<file path="src/rtl/aes_pkg.sv">
// Shared definitions for the AES decrypt controller: FSM states, datapath opcodes
// and the default key/round configuration.
package aes_pkg;

  localparam int unsigned AES_NK_DEF = 4;
  localparam int unsigned AES_NR_DEF = 10;

  typedef enum logic [2:0] {
    ST_IDLE  = 3'd0,
    ST_INIT  = 3'd1,
    ST_ROUND = 3'd2,
    ST_LAST  = 3'd3,
    ST_DONE  = 3'd4
  } aes_state_e;

  typedef enum logic [1:0] {
    OP_NOP  = 2'd0,
    OP_ARK  = 2'd1,
    OP_MID  = 2'd2,
    OP_LAST = 2'd3
  } aes_op_e;

endpackage

</file>
<file path="src/rtl/aes_decrypt_ctrl_if.sv">
// Block/datapath bundle of the AES decrypt controller. 128-bit blocks keep the
// first (most significant) byte of the AES block in bits [127:120].
interface aes_decrypt_ctrl_if;

  logic         in_valid;
  logic         in_ready;
  logic [127:0] in_data;
  logic [127:0] rnd_state;
  logic [1:0]   rnd_op;
  logic [3:0]   rk_idx;
  logic [127:0] rnd_result;
  logic         out_valid;
  logic         out_ready;
  logic [127:0] out_data;
  logic         busy;

  modport slave (
    input  in_valid, in_data, rnd_result, out_ready,
    output in_ready, rnd_state, rnd_op, rk_idx, out_valid, out_data, busy
  );

  modport master (
    output in_valid, in_data, rnd_result, out_ready,
    input  in_ready, rnd_state, rnd_op, rk_idx, out_valid, out_data, busy
  );

endinterface

</file>
<file path="src/rtl/aes_round_ctr.sv">
// Loadable 4-bit round down-counter; term_o flags the final inverse middle round.
module aes_round_ctr (
  input  logic       clk,
  input  logic       rst_n,
  input  logic       load_i,
  input  logic [3:0] load_val_i,
  input  logic       dec_i,
  output logic [3:0] cnt_nxt_o,
  output logic       term_o
);

  logic [3:0] cnt_q;
  logic [3:0] cnt_d;

  always_comb begin
    cnt_d = cnt_q;
    if (load_i) begin
      cnt_d = load_val_i;
    end else if (dec_i) begin
      cnt_d = cnt_q - 4'd1;
    end else begin
      cnt_d = cnt_q;
    end
  end

  always_ff @(posedge clk or negedge rst_n) begin
    if (!rst_n) begin
      cnt_q <= 4'd0;
    end else begin
      cnt_q <= cnt_d;
    end
  end

  assign cnt_nxt_o = cnt_d;
  assign term_o    = (cnt_q == 4'd1);

endmodule

</file>
<file path="src/rtl/aes_decrypt_ctrl.sv">
// AES inverse-cipher sequencer: walks one ciphertext block through an external round
// datapath (ARK with key NR, inverse rounds NR-1..1, last round with key 0).
module aes_decrypt_ctrl
  import aes_pkg::*;
#(
  parameter int unsigned NK = AES_NK_DEF,
  parameter int unsigned NR = AES_NR_DEF
) (
  input logic               clk,
  input logic               rst_n,
  aes_decrypt_ctrl_if.slave bus
);

  localparam logic [3:0] NR_IDX = 4'(NR);
  localparam logic [3:0] NR_M1  = 4'(NR - 1);

  if ((NR != NK + 6) || (NR > 14)) begin : g_cfg_check
    $error("aes_decrypt_ctrl: NR must equal NK+6 and fit the 4-bit key index");
  end

  aes_state_e   state_q, state_d;
  logic [127:0] rnd_state_q, rnd_state_d;
  logic [127:0] out_data_q, out_data_d;
  logic         in_ready_q, in_ready_d;
  logic         out_valid_q, out_valid_d;
  logic         busy_q, busy_d;
  aes_op_e      rnd_op_q, rnd_op_d;
  logic [3:0]   rk_idx_q, rk_idx_d;

  logic         ctr_load;
  logic         ctr_dec;
  logic [3:0]   ctr_cnt_nxt;
  logic         ctr_term;

  aes_round_ctr u_round_ctr (
    .clk        (clk),
    .rst_n      (rst_n),
    .load_i     (ctr_load),
    .load_val_i (NR_M1),
    .dec_i      (ctr_dec),
    .cnt_nxt_o  (ctr_cnt_nxt),
    .term_o     (ctr_term)
  );

  // in_ready_q is low on the first cycle after reset, so acceptance needs both it and IDLE
  always_comb begin
    state_d     = state_q;
    rnd_state_d = rnd_state_q;
    out_data_d  = out_data_q;
    ctr_load    = 1'b0;
    ctr_dec     = 1'b0;
    case (state_q)
      ST_IDLE: begin
        if (bus.in_valid && in_ready_q) begin
          rnd_state_d = bus.in_data;
          state_d     = ST_INIT;
        end else begin
          state_d     = ST_IDLE;
        end
      end
      ST_INIT: begin
        rnd_state_d = bus.rnd_result;
        ctr_load    = 1'b1;
        state_d     = ST_ROUND;
      end
      ST_ROUND: begin
        rnd_state_d = bus.rnd_result;
        ctr_dec     = 1'b1;
        if (ctr_term) begin
          state_d = ST_LAST;
        end else begin
          state_d = ST_ROUND;
        end
      end
      ST_LAST: begin
        out_data_d = bus.rnd_result;
        state_d    = ST_DONE;
      end
      ST_DONE: begin
        if (bus.out_ready) begin
          state_d = ST_IDLE;
        end else begin
          state_d = ST_DONE;
        end
      end
      default: begin
        state_d = ST_IDLE;
      end
    endcase
  end

  // Outputs are registered from the next state so they line up with the state they describe
  always_comb begin
    in_ready_d  = 1'b0;
    out_valid_d = 1'b0;
    busy_d      = 1'b1;
    rnd_op_d    = OP_NOP;
    rk_idx_d    = 4'd0;
    case (state_d)
      ST_IDLE: begin
        in_ready_d = 1'b1;
        busy_d     = 1'b0;
      end
      ST_INIT: begin
        rnd_op_d = OP_ARK;
        rk_idx_d = NR_IDX;
      end
      ST_ROUND: begin
        rnd_op_d = OP_MID;
        rk_idx_d = ctr_cnt_nxt;
      end
      ST_LAST: begin
        rnd_op_d = OP_LAST;
      end
      ST_DONE: begin
        out_valid_d = 1'b1;
      end
      default: begin
        busy_d = 1'b0;
      end
    endcase
  end

  always_ff @(posedge clk or negedge rst_n) begin
    if (!rst_n) begin
      state_q     <= ST_IDLE;
      rnd_state_q <= 128'd0;
      out_data_q  <= 128'd0;
      in_ready_q  <= 1'b0;
      out_valid_q <= 1'b0;
      busy_q      <= 1'b0;
      rnd_op_q    <= OP_NOP;
      rk_idx_q    <= 4'd0;
    end else begin
      state_q     <= state_d;
      rnd_state_q <= rnd_state_d;
      out_data_q  <= out_data_d;
      in_ready_q  <= in_ready_d;
      out_valid_q <= out_valid_d;
      busy_q      <= busy_d;
      rnd_op_q    <= rnd_op_d;
      rk_idx_q    <= rk_idx_d;
    end
  end

  assign bus.in_ready  = in_ready_q;
  assign bus.rnd_state = rnd_state_q;
  assign bus.rnd_op    = rnd_op_q;
  assign bus.rk_idx    = rk_idx_q;
  assign bus.out_valid = out_valid_q;
  assign bus.out_data  = out_data_q;
  assign bus.busy      = busy_q;

endmodule

</file>
<file path="src/flat_wrapper.sv">
// flat-port wrapper written by rule: the top's interface ports become plain ports
module aes_decrypt_ctrl_flat import aes_pkg::*;
#(
  parameter int unsigned NK = AES_NK_DEF,
  parameter int unsigned NR = AES_NR_DEF
)
  (clk, rst_n, bus_in_valid, bus_in_data, bus_rnd_result, bus_out_ready, bus_in_ready, bus_rnd_state, bus_rnd_op, bus_rk_idx, bus_out_valid, bus_out_data, bus_busy);
  aes_decrypt_ctrl_if bus_i ();
  input logic clk;
  input logic rst_n;
  input wire logic [$bits(bus_i.in_valid)-1:0] bus_in_valid;
  input wire logic [$bits(bus_i.in_data)-1:0] bus_in_data;
  input wire logic [$bits(bus_i.rnd_result)-1:0] bus_rnd_result;
  input wire logic [$bits(bus_i.out_ready)-1:0] bus_out_ready;
  output wire logic [$bits(bus_i.in_ready)-1:0] bus_in_ready;
  output wire logic [$bits(bus_i.rnd_state)-1:0] bus_rnd_state;
  output wire logic [$bits(bus_i.rnd_op)-1:0] bus_rnd_op;
  output wire logic [$bits(bus_i.rk_idx)-1:0] bus_rk_idx;
  output wire logic [$bits(bus_i.out_valid)-1:0] bus_out_valid;
  output wire logic [$bits(bus_i.out_data)-1:0] bus_out_data;
  output wire logic [$bits(bus_i.busy)-1:0] bus_busy;
  assign bus_i.in_valid = bus_in_valid;
  assign bus_i.in_data = bus_in_data;
  assign bus_i.rnd_result = bus_rnd_result;
  assign bus_i.out_ready = bus_out_ready;
  assign bus_in_ready = bus_i.in_ready;
  assign bus_rnd_state = bus_i.rnd_state;
  assign bus_rnd_op = bus_i.rnd_op;
  assign bus_rk_idx = bus_i.rk_idx;
  assign bus_out_valid = bus_i.out_valid;
  assign bus_out_data = bus_i.out_data;
  assign bus_busy = bus_i.busy;
  aes_decrypt_ctrl #(.NK(NK), .NR(NR)) u_core (.clk(clk), .rst_n(rst_n), .bus(bus_i));
endmodule
</file>
<file path="config.mk">
export PLATFORM = sky130hd
export DESIGN_NAME = aes_decrypt_ctrl_flat
export DESIGN_NICKNAME = d
export VERILOG_FILES = /design/src/rtl/aes_pkg.sv /design/src/rtl/aes_decrypt_ctrl_if.sv /design/src/rtl/aes_round_ctr.sv /design/src/rtl/aes_decrypt_ctrl.sv /design/src/flat_wrapper.sv
export SDC_FILE = /design/constraint.sdc
export NUM_CORES = 1
export LEC_CHECK = 0
export ABC_AREA = 1
export CORE_AREA = 2 2 206 208
export CTS_BUF_LIST = sky130_fd_sc_hd__clkbuf_16
export CTS_CLUSTER_DIAMETER = 50
export DETAILED_ROUTE_END_ITERATION = 10
export DIE_AREA = 0 0 208 210
export GPL_TIMING_DRIVEN = 1
export PLACE_DENSITY = 0.55
export SYNTH_ARGS = -nofsm -noshare
export SYNTH_HDL_FRONTEND = slang
export SYNTH_SLANG_ARGS = --single-unit
</file>
<file path="constraint.sdc">
create_clock -name clk -period 1.65 [get_ports clk]
set_input_delay 0.33 -clock clk [delete_from_list [all_inputs] [get_ports clk]]
set_output_delay 0.33 -clock clk [all_outputs]
set_load 0.005 [all_outputs]
</file>
==> summary by stage, run 1 <==
Place
The worst setup slack before clock tree synthesis is -0.0880 ns. Routability-driven placement finished with a final weighted congestion of 0.836. The number of buffers inserted by port buffering is 524. Once detailed placement completed, the half-perimeter wirelength came to 33900 um. The instance area after placement is 18200 um^2.

Floorplan
After floorplanning, the core was divided into 75 placement rows. The die footprint is 43700 um^2. The core region area is 41500 um^2. The die is 210 um tall.

Once the floorplan was initialized, standard cells occupied 28.7% of the core. The die is 208 um wide. In this run the count of I/O pins placed on the die edge is 525.

Timing
At the pin with the least slew margin, the transition time is 0.406 ns. The headroom to the max-slew limit is 72.9%. Across the routed clock network, the largest skew measured is 0.0187 ns. The count of pins over their slew limit is 0. Timing would allow up to 629 MHz.

The final count of hold timing violations is 0. The share of the clock period used by the worst path after layout is 96.4%. Across all setup checks in the final design, the least slack found is 0.0601 ns. The total of endpoints with negative setup slack in the final report is 0. In the final timing run, aggregate negative setup slack is 0 ns. Counting I/O delays and the setup requirement, the final critical path takes 1.59 ns.

Job
The max-cap violation count is 0.

Worst setup path
The worst path required time is 1.32 ns. The source of the worst register-to-register timing path is u_core.state_q[1]. In this run the worst setup path begins at u_core.bus.rnd_state[7]. The worst setup path is captured at an output pin. The critical path arrival is 1.26 ns.

Walking the worst path, the cells encountered are dlygate4sd2_1. The worst setup path is launched from a flop. The critical path class is reg2out. The family of cells with the greatest summed delay on the critical path is flip-flops. The biggest fanout along the worst timing path is 2. The number of buffers and inverters on the critical path is 1. Among all stages on the critical path, the largest delay is contributed by sky130_fd_sc_hd__dfrtp_2. The largest single stage delay on the critical path is 0.44 ns.

GRT
The via count of the first global-routing pass is 11600. Entering global routing, the biggest net connects 57 pins. The number of antenna violations at the first check in global routing is 4. The total routing resource utilization after global routing is 20.8%. The first global-routing pass estimated 70100 um of wire.

For this run the aggregate overflow at the end of global routing stands at 0.

Clock tree
CTS placed an instance of sky130_fd_sc_hd__clkbuf_16 at the clock tree root. The H-tree depth is 2. After clock tree synthesis, the clock-pin slew on the worst setup and hold paths is 0.06 ns. In this run the deepest clock path goes through 3 buffers. The insertion delay of the later-clocked pin in the worst-skew pair is 0.54 ns. The number of buffers inserted during clock tree synthesis is 37.

The clock net in this run drives a total of 272 sinks. TritonCTS built the clock tree.

Power and ir drop
The areal power density over the cells is 2230 nW/um^2. The total internal power is 0.0263 W. The power share of the clock group is 18.4%. Summed over all nets, the switching power comes to 0.0177 W. In this run, flip-flops and latches consume 27.1% of the power.

The analysis attributes to cell leakage a power of 9.97 nW. Power comes to 0.0441 W. The switching power share of the total is 40.3%. The proportion of power drawn by combinational gates is 54.6%. The worst-case IR drop observed on VDD is 0.000990 V.

Detailed routing
After the first detailed-routing iteration, the DRC count stood at 653. The number of vias after detailed routing is 11400. The number of nets still failing antenna checks after routing is 0. Using the TritonRoute via totals, the vias-per-cell ratio works out to 4.66.

The total length of routed wires is 49100 um. After detailed routing, the number of remaining DRC violations is 0. Before antenna repair, the detailed router went through 5 iterations.

The average wire per standard cell is 20.0 um.

Yosys
The synthesized netlist occupies a cell area of 11900 um^2. Ranked by instance count, the synthesized netlist is headed by sky130_fd_sc_hd__nand2_1, sky130_fd_sc_hd__dfrtp_1, sky130_fd_sc_hd__nand3_1. After synthesis, the cell types taking the most area are sky130_fd_sc_hd__dfrtp_1, sky130_fd_sc_hd__nand2_1, sky130_fd_sc_hd__mux2_2. Among all flip-flop cells after synthesis, the most frequent one is sky130_fd_sc_hd__dfrtp_1. In this run, synthesis produced a sequential element count of 272. The top cell type by area accounts for 57.1% of the synthesized area. The average instance in the mapped netlist occupies 9.09 um^2.

The most used standard cell by instance count after synthesis is sky130_fd_sc_hd__nand2_1. The synthesized netlist net count is 1573. sky130_fd_sc_hd__dfrtp_1 takes more of the synthesized area than any other cell.

Sequential cells were found to cover 57.1% of the synthesized design area. Counting flops with a built-in enable in the synthesized netlist gives 0. The cell count after synthesis came out at 1311.

For this run, asynchronously set or reset flops after synthesis account for 100%. Synthesis instantiated 20 different standard cells from the library. The Yosys step of the flow raised 0 warnings.

Layout
At the end of the flow the core is filled with cells to 47.6%. For this run, the post-layout net count is 2144. The signed area change from the synthesized netlist to the final layout is 65.5%. After filler insertion, the fill cell instance count of the layout stands at 4140.

With fillers left out, the area of the finished cells amounts to 19700 um^2. In the final layout, the share of cells above drive strength 1 is 14.2%.

Status
The flow ran to the end, and the final reports show no timing, DRC or antenna violations.

Hold path
The path category of the worst min-delay check is in2async.
## cell usage in the layout, fill, tap and decap left out, types with 2 or more instances in the layout
master                              n
sky130_fd_sc_hd__o21ai_0           30
sky130_fd_sc_hd__buf_4             51
sky130_fd_sc_hd__buf_16             7
sky130_fd_sc_hd__diode_2            2
sky130_fd_sc_hd__clkdlybuf4s50_1  258
sky130_fd_sc_hd__nor2_2             3
sky130_fd_sc_hd__nand3_1          133
sky130_fd_sc_hd__nor3_1             2
sky130_fd_sc_hd__buf_6              5
sky130_fd_sc_hd__o211ai_1          26
sky130_fd_sc_hd__ha_1               2
sky130_fd_sc_hd__nand2_8            2
sky130_fd_sc_hd__inv_1             41
sky130_fd_sc_hd__buf_12            20
sky130_fd_sc_hd__inv_2              2
sky130_fd_sc_hd__dlygate4sd2_1    265
sky130_fd_sc_hd__nand2_1          601
sky130_fd_sc_hd__nand2_2            4
sky130_fd_sc_hd__inv_6              2
sky130_fd_sc_hd__clkinv_1           6
sky130_fd_sc_hd__dfrtp_2            3
sky130_fd_sc_hd__nor2_1             2
sky130_fd_sc_hd__clkinvlp_4         9
sky130_fd_sc_hd__clkinv_2           2
sky130_fd_sc_hd__bufinv_16          4
sky130_fd_sc_hd__mux2_2           102
sky130_fd_sc_hd__clkbuf_16         48
sky130_fd_sc_hd__nand3_4            2
sky130_fd_sc_hd__dfrtp_1          269
## path summary, 6_finish.rpt
kind                                              to  cells past startpoint  slack [ns]
max                                 bus_rnd_state[7]                      1        0.06
min                          u_core.bus.out_data[97]                      2        0.29
max reg2reg                u_core.bus.rnd_state[101]                      6        0.06
min reg2reg                 u_core.bus.out_data[106]                      2        0.48
max in group asynchronous    u_core.bus.out_data[77]                      3        0.66
min in group clk            u_core.bus.out_data[116]                      3        0.38
## sequential cells by signal, indices dropped and copies added, names as in the netlist
signal,count
u_core.bus.rnd_state,128
u_core.bus.out_valid,1
u_core.bus.out_data,128
u_core.bus.busy,1
u_core.bus.rk_idx,4
u_core.state_q,3
u_core.bus.rnd_op,2
u_core.bus.in_ready,1
u_core.u_round_ctr.cnt_q,4
## logic make-up after synthesis
logic type / share of synthesized area [%]
AOI/OAI and AO/OA: 2.95
adders and majority gates: 0.210
buffers and inverters: 4.83
DFF: 57.1
muxes: 9.64
and+or+nand+nor: 25.3
## per-layer routing
metal | wire, um | track usage [%]
met4 | 1490 | 6.75
met2 | 23700 | 34.8
met3 | 4230 | 7.46
met5 | 27 | 0
met1 | 19600 | 24.9
## metrics by stage
step / hold WS [ns] / std cells
after global placement: 0.259 / 2347
after floorplan: 0.0344 / 1311
after global routing: 0.290 / 2451
after CTS: 0.271 / 2424
final: 0.288 / 2451
after detailed placement: 0.261 / 2347
## area by class of cell
type                            count  area (um^2)  share of cell area [%]
Multi-Input combinational cell    913         4620                    23.4
Clock buffer                       39          976                    4.95
Clock inverter                     28          262                    1.33
Timing Repair inverter              1         16.3                  0.0824
Timing Repair Buffer              617         6190                    31.4
Tap cell                          539          674                    3.42
Inverter                           40          176                   0.894
Sequential cell                   272         6810                    34.5
Antenna cell                        2         5.00                  0.0254
## power groups by stage
| stage | Sequential [W] | Clock [W] | Combinational, W |
|---|---|---|---|
| final | 0.0119 | 0.00808 | 0.0240 |
| after global routing | 0.0123 | 0.00853 | 0.0265 |
| after detailed placement | 0.0121 | 0 | 0.0235 |
| after floorplan | 0.0122 | 0 | 0.0105 |
| after global placement | 0.0120 | 0 | 0.0234 |
| after CTS | 0.0119 | 0.00827 | 0.0218 |
## timing repair
item	in CTS	in global routing
resized for setup	267	29
cloned	1	13
hold buffers	1	0
buffers inserted	8	12
pin swaps	0	2
endpoints found under the setup margin	291	132
endpoints found under the hold margin	31	0
No activity file was read; power rests on OpenSTA's default activity.
==> run 2: changes to the inputs <==
--- a/config.mk
+++ b/config.mk
@@ -7,11 +7,12 @@
 export LEC_CHECK = 0
 export ABC_AREA = 1
 export CORE_AREA = 2 2 206 208
-export CTS_BUF_LIST = sky130_fd_sc_hd__clkbuf_16
+export CTS_BUF_LIST = sky130_fd_sc_hd__clkbuf_4 sky130_fd_sc_hd__clkbuf_8
 export CTS_CLUSTER_DIAMETER = 50
 export DETAILED_ROUTE_END_ITERATION = 10
 export DIE_AREA = 0 0 208 210
 export GPL_TIMING_DRIVEN = 1
+export HOLD_SLACK_MARGIN = 0.1
 export PLACE_DENSITY = 0.55
 export SYNTH_ARGS = -nofsm -noshare
 export SYNTH_HDL_FRONTEND = slang
==> run 2 against run 1 <==
Effect of this change: clock skew decreased by 0.0041 ns; cell count increased by 0.94%; combinational power increased by 5%; non-clock buffer count increased by 11; hold slack got worse by 0.072 ns; die area unchanged; sequential share of layout area decreased by 0.10 points; total power decreased by 0.78%; global-route usage increased by 0.054 points; clock power decreased by 19%; sequential power about the same; highest routed layer unchanged.
==> summary by stage, run 2 (same netlist as run 1, synthesis figures left out) <==
Floorplan
In this run the horizontal extent of the chip is 208 um. The core region is 41500 um^2. The floorplan row count is 75. The die is 210 um tall. For this configuration, the core starts out at a cell density of 28.7%. The floorplan step defined a die boundary enclosing 43700 um^2. The number of ports placed on the die boundary is 525.

Worst setup path
The worst-path cell with the longest stage delay is sky130_fd_sc_hd__dfrtp_1. The worst setup path is captured at an output pin. The critical path is of the reg2out type.

The longest individual stage delay on the worst path is 0.38 ns. The beginning of the critical path is u_core.bus.rnd_state[20]. The biggest fanout along the worst timing path is 2. The critical path arrival is 1.26 ns. STA classifies the critical path startpoint as a flop. The worst path required time is 1.32 ns. The family of cells with the greatest summed delay on the critical path is flip-flops. Counting both buffers and inverters, the worst setup path holds a total of 1. In this run the critical register-to-register path is launched from u_core.state_q[1]. Walking the worst path, the cells encountered are dlygate4sd2_1.

Status
The run finished with clean final reports.

Timing
The worst setup slack after layout is 0.0573 ns. The total of endpoints with negative setup slack in the final report is 0. Setup repair after global routing could not meet its margin everywhere. Of the available clock period, the critical path in the final layout requires 96.5%. At the pin with the least slew margin, the transition time is 0.405 ns. The count of pins over their slew limit is 0. The worst pin sits at a relative slew slack of 73.0%. The final count of hold timing violations is 0. The final setup skew is 0.0146 ns. Derived from the worst setup path, the maximum achievable clock frequency is 628 MHz.

Hold is met by 0.216 ns. The smallest clock period supported by the final layout is computed as 1.59 ns.

Detailed routing
For this run, design rule violations remaining after detail routing come to 0. The number of nets still failing antenna checks after routing is 0. The average wire per standard cell is 20.2 um. The total length of routed wires is 50000 um. The number of vias after detailed routing is 11500.

The iteration count of the initial detailed-routing pass is 5. Using the TritonRoute via totals, the vias-per-cell ratio works out to 4.66. After the first detailed-routing iteration, the DRC count stood at 665.

Place
Prior to clock tree synthesis, the placed netlist has a worst setup slack of -0.0880 ns. The global placer's final weighted congestion is 0.836. Detailed placement ended at an HPWL of 33900 um. The number of buffers inserted by port buffering is 524.

Power and ir drop
VDD sags by at most 0.000976 V. The static power due to leakage is 9.80 nW. For this design the ratio of total power to cell area is 2210 nW/um^2.

Layout
The signed area change from the synthesized netlist to the final layout is 66.0%. The library cell used most frequently in the layout, excluding fill and tap cells, is sky130_fd_sc_hd__nand2_1. Counting the fill cells in the layout gives 4129. The post-route netlist has 16.6% of its cells at a drive strength greater than 1. The top cell types in the final layout, fill and taps aside, are sky130_fd_sc_hd__nand2_1, sky130_fd_sc_hd__dfrtp_1, sky130_fd_sc_hd__clkdlybuf4s50_1. Registers take 6810 um^2. The multi-input gate area in the final layout is 4630 um^2.

The final net count is 2168.

Clock tree
The H-tree depth is 2. The cell sitting at the root of the clock tree is a sky130_fd_sc_hd__clkbuf_8. The longest clock path from root to sink contains 3 buffers.

The clock reaches the later pin of the worst-skew pair after 0.60 ns. TritonCTS built the clock tree. The number of buffers inserted during clock tree synthesis is 50. After clock tree synthesis, the clock-pin slew on the worst setup and hold paths is 0.06 ns.

The clock sink count is 272.

GRT
The total overflow left after global routing is 0. The via count of the first global-routing pass is 11700. The first global-routing pass estimated 70200 um of wire. The total routing resource utilization after global routing is 20.8%.

Entering global routing, the biggest net connects 57 pins. The number of antenna violations at the first check in global routing is 3.

Job
The max-cap violation count is 0.

Hold path
The path class of the tightest hold or removal check is in2async.
[run 2: worst register-to-register path, stage by stage, from the launching register on]
cell and delay [ns]:
sky130_fd_sc_hd__dfrtp_2 0.43, sky130_fd_sc_hd__nor2_2 0.13, sky130_fd_sc_hd__nand2_2 0.11, sky130_fd_sc_hd__nand2_8 0.18, sky130_fd_sc_hd__clkinv_8 0.13, sky130_fd_sc_hd__nand2_4 0.19
sky130_fd_sc_hd__buf_6 0.23, sky130_fd_sc_hd__nand2_1 0.09, sky130_fd_sc_hd__nand2_1 0.06
[run 2: area by class of cell]
| type | instances | area share [%] |
|---|---|---|
| inverter | 40 | 0.892 |
| timing repair buffer | 628 | 32.8 |
| clock inverter | 2 | 0.0759 |
| multi-input combinational | 913 | 23.4 |
| sequential | 272 | 34.4 |
| timing repair inverter | 1 | 0.0822 |
| tap | 539 | 3.41 |
| clock buffer | 78 | 4.92 |
| antenna | 1 | 0.0126 |
[run 2: final timing paths]
path | end | slack [ns] | cells after the start
worst min-delay path | u_core.bus.out_data[109] | 0.22 | 2
min in group clk | u_core.bus.out_data[116] | 0.31 | 3
worst min register to register | u_core.bus.out_data[106] | 0.48 | 2
worst max register to register | u_core.bus.rnd_state[53] | 0.06 | 8
worst max-delay path | bus_rnd_state[20] | 0.06 | 1
max in group asynchronous | u_core.bus.out_data[95] | 0.73 | 3
[run 2: power by group]
part           leakage [nW]  switching, W  internal, W
logic                  6.00        0.0132       0.0119
clock network         0.520       0.00286      0.00369
registers              3.28       0.00177       0.0102
[run 2: routing by layer]
| layer | up-vias | share of wire (%) | GRT usage, % | wire length [um] |
|---|---|---|---|---|
| met3 | 87 | 8.4 | 7.08 | 4180 |
| met5 | - | 0.052 | 0 | 26 |
| li1 | 5415 | - | - | - |
| met2 | 499 | 49 | 34.8 | 24600 |
| met1 | 5525 | 40 | 24.7 | 19800 |
| met4 | 4 | 2.9 | 8.09 | 1440 |
[run 2: what timing repair did]
| item | CTS | global route |
|---|---|---|
| hold buffers | 1 | 0 |
| pin swaps | 0 | 4 |
| hold endpoints to repair | 272 | 0 |
| setup endpoints to repair | 298 | 134 |
| gates cloned | 1 | 17 |
| gates resized for setup | 428 | 34 |
| setup buffers | 14 | 13 |
[run 2: through the flow]
stage / utilization [%] / cells / cell area [um^2] / setup TNS, ns / power (W)
after global placement: 44.0 / 2347 / 18200 / -3.48 / 0.0354
after detailed placement: 44.0 / 2347 / 18200 / -5.09 / 0.0357
after CTS: 46.3 / 2443 / 19200 / 0 / 0.0410
after global routing: 47.7 / 2474 / 19800 / -0.354 / 0.0469
final: 47.7 / 2474 / 19800 / 0 / 0.0437
after floorplan: - / 1311 / 11900 / 0 / 0.0227
